==> config.mk <==
export PLATFORM = sky130hd
export DESIGN_NAME = clk_bringup_sequencer
export DESIGN_NICKNAME = d
export VERILOG_FILES = /design/src/rtl/clk_bringup_sequencer.sv
export SDC_FILE = /design/constraint.sdc
export NUM_CORES = 1
export LEC_CHECK = 0
export CORE_MARGIN = 10
export CORE_UTILIZATION = 50
export DETAILED_ROUTE_END_ITERATION = 10
export PLACE_DENSITY = 0.69
export REMOVE_ABC_BUFFERS = 1
export SYNTH_ARGS = -nofsm -noshare
export SYNTH_HDL_FRONTEND = slang
export SYNTH_SLANG_ARGS = --single-unit
==> constraint.sdc <==
create_clock -name clk -period 3.3 [get_ports clk]
set_clock_uncertainty 0.2 [all_clocks]
set_input_delay 0.495 -clock clk [delete_from_list [all_inputs] [get_ports clk]]
set_output_delay 0.495 -clock clk [all_outputs]
set_load 0.05 [all_outputs]
==> src/rtl/clk_bringup_sequencer.sv <==
// Power-up and recovery sequencer for the SI5324 jitter cleaner and GTX
// reference-clock path: SI5324/I2C-mux reset, I2C auto-config trigger,
// filtered QPLL lock wait, GTX soft-reset release, with bounded retries.
module clk_bringup_sequencer #(
  parameter int unsigned RST_HOLD_CYC     = 4000,
  parameter int unsigned RECOVER_CYC      = 4000,
  parameter int unsigned CFG_PULSE_CYC    = 4000,
  parameter int unsigned CFG_TIMEOUT_CYC  = 2000000,
  parameter int unsigned LOCK_FILTER_CYC  = 1024,
  parameter int unsigned LOCK_TIMEOUT_CYC = 20000000,
  parameter int unsigned DONE_TIMEOUT_CYC = 20000000,
  parameter int unsigned MAX_RETRIES      = 3
) (
  input  logic       clk,
  input  logic       rst_n,
  input  logic       restart,
  input  logic       cfg_done,
  input  logic       qpll_lock,
  input  logic       tx_rst_done,
  input  logic       rx_rst_done,
  output logic       si_rst_n,
  output logic       iic_mux_rst_n,
  output logic       reconfig,
  output logic       gt_soft_reset,
  output logic       ready,
  output logic       fault,
  output logic [3:0] retry_cnt,
  output logic [2:0] state_out
);

  localparam int unsigned TIMER_W = 32;
  localparam int unsigned FILT_W  = $clog2(LOCK_FILTER_CYC + 1);
  localparam int unsigned RETRY_W = 4;

  localparam logic [TIMER_W-1:0] RST_HOLD_LAST  = TIMER_W'(RST_HOLD_CYC - 1);
  localparam logic [TIMER_W-1:0] RECOVER_LAST   = TIMER_W'(RECOVER_CYC - 1);
  localparam logic [TIMER_W-1:0] CFG_PULSE_LAST = TIMER_W'(CFG_PULSE_CYC - 1);
  localparam logic [TIMER_W-1:0] CFG_TO_LAST    = TIMER_W'(CFG_TIMEOUT_CYC - 1);
  localparam logic [TIMER_W-1:0] LOCK_TO_LAST   = TIMER_W'(LOCK_TIMEOUT_CYC - 1);
  localparam logic [TIMER_W-1:0] DONE_TO_LAST   = TIMER_W'(DONE_TIMEOUT_CYC - 1);
  localparam logic [FILT_W-1:0]  FILT_LAST      = FILT_W'(LOCK_FILTER_CYC - 1);
  localparam logic [RETRY_W-1:0] RETRY_MAX      = RETRY_W'(MAX_RETRIES);
  localparam logic [RETRY_W-1:0] RETRY_SAT      = '1;

  typedef enum logic [2:0] {
    S_RESET_HOLD = 3'd0,
    S_RECOVER    = 3'd1,
    S_CONFIG     = 3'd2,
    S_CFG_WAIT   = 3'd3,
    S_LOCK_WAIT  = 3'd4,
    S_GT_RELEASE = 3'd5,
    S_READY      = 3'd6,
    S_FAULT      = 3'd7
  } state_t;

  state_t               state;
  state_t               state_nxt;
  logic [TIMER_W-1:0]   timer;
  logic [FILT_W-1:0]    filter;
  logic [FILT_W-1:0]    filter_nxt;
  logic [RETRY_W-1:0]   retry_nxt;
  logic [RETRY_W-1:0]   retry_inc;
  logic                 fail;
  logic                 jump;

  // Next-state, lock filter and retry bookkeeping; restart overrides everything.
  always_comb begin
    state_nxt  = state;
    retry_nxt  = retry_cnt;
    filter_nxt = '0;
    fail       = 1'b0;
    retry_inc  = (retry_cnt == RETRY_SAT) ? retry_cnt : retry_cnt + RETRY_W'(1);
    case (state)
      S_RESET_HOLD: if (timer == RST_HOLD_LAST)  state_nxt = S_RECOVER;
      S_RECOVER:    if (timer == RECOVER_LAST)   state_nxt = S_CONFIG;
      S_CONFIG:     if (timer == CFG_PULSE_LAST) state_nxt = S_CFG_WAIT;
      S_CFG_WAIT: begin
        if (cfg_done)                  state_nxt = S_LOCK_WAIT;
        else if (timer == CFG_TO_LAST) fail = 1'b1;
      end
      S_LOCK_WAIT: begin
        filter_nxt = qpll_lock ? filter + FILT_W'(1) : '0;
        if (qpll_lock && (filter == FILT_LAST)) state_nxt = S_GT_RELEASE;
        else if (timer == LOCK_TO_LAST)         fail = 1'b1;
      end
      S_GT_RELEASE: begin
        if (tx_rst_done && rx_rst_done) state_nxt = S_READY;
        else if (timer == DONE_TO_LAST) fail = 1'b1;
      end
      S_READY:      if (!qpll_lock) fail = 1'b1;
      S_FAULT:      state_nxt = S_FAULT;
      default:      state_nxt = S_RESET_HOLD;
    endcase
    if (fail) begin
      retry_nxt = retry_inc;
      state_nxt = (retry_inc == RETRY_MAX) ? S_FAULT : S_RESET_HOLD;
    end
    if (restart) begin
      retry_nxt = '0;
      state_nxt = S_RESET_HOLD;
    end
    jump = restart | fail | (state_nxt != state);
  end

  // State, timer, filter and Moore outputs decoded from the next state.
  always_ff @(posedge clk or negedge rst_n) begin
    if (!rst_n) begin
      state         <= S_RESET_HOLD;
      timer         <= '0;
      filter        <= '0;
      retry_cnt     <= '0;
      si_rst_n      <= 1'b0;
      reconfig      <= 1'b0;
      gt_soft_reset <= 1'b1;
      ready         <= 1'b0;
      fault         <= 1'b0;
    end else begin
      state         <= state_nxt;
      timer         <= jump ? '0 : timer + TIMER_W'(1);
      filter        <= jump ? '0 : filter_nxt;
      retry_cnt     <= retry_nxt;
      si_rst_n      <= !((state_nxt == S_RESET_HOLD) || (state_nxt == S_FAULT));
      reconfig      <= (state_nxt == S_CONFIG);
      gt_soft_reset <= !((state_nxt == S_GT_RELEASE) || (state_nxt == S_READY));
      ready         <= (state_nxt == S_READY);
      fault         <= (state_nxt == S_FAULT);
    end
  end

  assign iic_mux_rst_n = si_rst_n;
  assign state_out     = state;

endmodule

==> results.cfg <==
[power]
leakagePower_nw = 1.325
vdd_ir_drop_max_v = 0.0002569
power_mw = 1.091
power_per_cell_area_mw_per_mm2 = 323.5

[timing]
setup_viol = 0
setup_ws_ns = 0.3630
fin_crit_ns = 2.937
slew_violations = 0
finalHoldViolations = 0
worst_slew_pin_slew_ns = 0.5646
fmax_mhz = 340.5
tns_ns = 0
post-route-period-util_pct = 89.00
rsz0062_at_grt = no
maxSlewHeadroom_pct = 62.07

[route]
drt_iter0_markers = 136
drtAntennaViolNets = 0
wl_mm = 6.550
viasPerCell = 5.859
routedWlPerCell_um = 15.94
vias = 2408
drc = 0
drt-pass1-iter-count = 4

[yosys]
syn_inst = 315
synth_seq_cells = 55
synth-edff-count = 0
yosys.cell_types.count = 54
synth_top_area_share_pct = 44.63
yosysMostFrequentCell = dfrtp_1
synthTopCellsByCount = 54 x dfrtp_1, 38 x nor3_1, 29 x nor2_1, 24 x xor2_1, 22 x nand2_1
synth_area_mm2 = 0.003028
synth_ff_type = dfrtp_1
synth_area_leaders = dfrtp_1 45%, xor2_1 6.9%, nor3_1 6.3%
synthArstFlopShare_pct = 100.0
yosysWarnings = 0
yosys.area.top_type = dfrtp_1
ys_seq_area_share_pct = 45.50
syn_avg_cell_area_um2 = 9.612

[worst_hold_path]
hold_class = reg -> reg
hold_depth = 1

[status]
status = complete, no violations

[clocking]
cts_tree = done
htreeDepth = 2
clkSinkCount = 55
cts_buffer_depth = 2
clk_latency_ns = 0.31
clkTransAtPathRegs_ns = 0.10
clock-root-buffer = clkbuf_8
cts_made_buffers = 5

[critical_path]
cp-start-kind = flip-flop
critical_path_required_ns = 3.30
rr_worst_depth = 7
critPathMaxFanout = 10
r2r_setup_slack_ns = 0.36
worstPathArrival_ns = 2.94
crit_type = reg -> reg
end_kind = flip-flop

[die]
die_width_um = 97.82
die_area_mm2 = 0.009569
placementRows = 28
core_mm2 = 0.005886
num_io_pins = 20
initial_core_util_pct = 51.45
dieHeight_um = 97.82

[global_route]
grt_overflow = 0
grt.busiest_layer = met2
met2_usage_pct = 23.10
antenna_found_initial = 0
grtUsageTotal_pct = 13.94
use_met3_pct = 3.453
grt_util_met1_pct = 17.36
grt_max_degree = 35
grt_pass1_vias = 2465
grt_pass1_wl_mm = 11.51

[placed_design]
dpl.hpwl_mm = 4.575
dp_cells = 402
numPortBuffers = 19
gp_congestion = 0.8646
post-place-ws_ns = 0.2657

[layout]
final_cells = 411
antenna_cells = 0
final_layout_size_suffix_gt1_share_pct = 7.440
fill_cells = 529
seq_area_mm2 = 0.001378
final_nets = 345
multi_input_area_mm2 = 0.001538
area_growth_pct = 11.41

[run]
drv_cap = 0
## per-stage QoR
stage | utilization, % | cell area [um^2] | hold WS [ns]
floorplan | - | 2949 | -0.0005910
global placement | 55.70 | 3278 | 0.2459
detailed placement | 55.70 | 3278 | 0.2602
CTS | 57.31 | 3373 | 0.2738
global route | 57.31 | 3373 | 0.2882
finish | 57.31 | 3373 | 0.2707
## kinds of logic (layout without fill, tap and decap cells)
family,Yosys count,count (layout),synth area share [%]
xor+xnor,39,39,11.28
mux,4,4,1.364
flops,55,55,45.50
buf+inv,21,42,3.718
simple gates,168,168,30.54
fa+ha+maj,3,3,1.240
compound gates,25,25,6.364
## per-layer routing
layer | vias to the layer above | share of wire [%]
met2 | 39 | 48
met5 | - | 0
met3 | 4 | 3.6
li1 | 1178 | -
met4 | 0 | 0.93
met1 | 1187 | 47
## power by group
| part | switching (mW) | internal, mW |
|---|---|---|
| combinational | 0.0285 | 0.0131 |
| sequential | 0.00339 | 0.677 |
| clock | 0.221 | 0.149 |
| total | 0.253 | 0.839 |
## repair_timing
| action | 4_1_cts | 5_1_grt |
|---|---|---|
| hold buffers | 1 | 0 |
| gates resized for setup | 0 | 0 |
| setup buffers | 0 | 0 |
| hold endpoints to repair | 20 | 0 |
## state kept, by name (all words and copies together) (netlist names)
name / count
state_out: 3
filter: 11
ready: 1
reconfig: 1
iic_mux_rst_n: 1
timer: 32
gt_soft_reset: 1
retry_cnt: 4
fault: 1
## placed cells by master (no fill, tap or decap), types with 9 or more instances in the layout
cell / n
clkdlybuf4s50_1: 18
dfrtp_1: 54
inv_1: 9
nand2_1: 22
nand3_1: 20
nand4_1: 15
nor2_1: 29
nor3_1: 38
xnor2_1: 15
xor2_1: 24
## worst paths after layout
kind / from / endpoint
worst max-delay path: timer[0]$_DFF_PN0_ / retry_cnt[0]$_DFFE_PN0P_
worst min-delay path: filter[0]$_DFF_PN0_ / filter[0]$_DFF_PN0_
worst max register to register: timer[0]$_DFF_PN0_ / retry_cnt[0]$_DFFE_PN0P_
worst min register to register: filter[0]$_DFF_PN0_ / filter[0]$_DFF_PN0_
max in group asynchronous: rst_n / timer[26]$_DFF_PN0_
min in group asynchronous: rst_n / filter[6]$_DFF_PN0_
## worst max-delay path: stages (launching register included)
cell and delay, ns:
dfrtp_1 0.40, ha_1 0.24, and4_2 0.27, nand4_1 0.20, or4_1 0.61, and3_1 0.36, a31oi_4 0.22, mux2_1 0.33
## area by class of cell
cell class / count / area share, %
repair buffers: 25 / 7.270
clock inverters: 2 / 0.3709
flip-flops and latches: 55 / 40.84
inverters: 9 / 1.001
clock buffers: 6 / 2.151
well taps: 75 / 2.782
multi-input cells: 239 / 45.59
(Power assumes the default switching activity.)
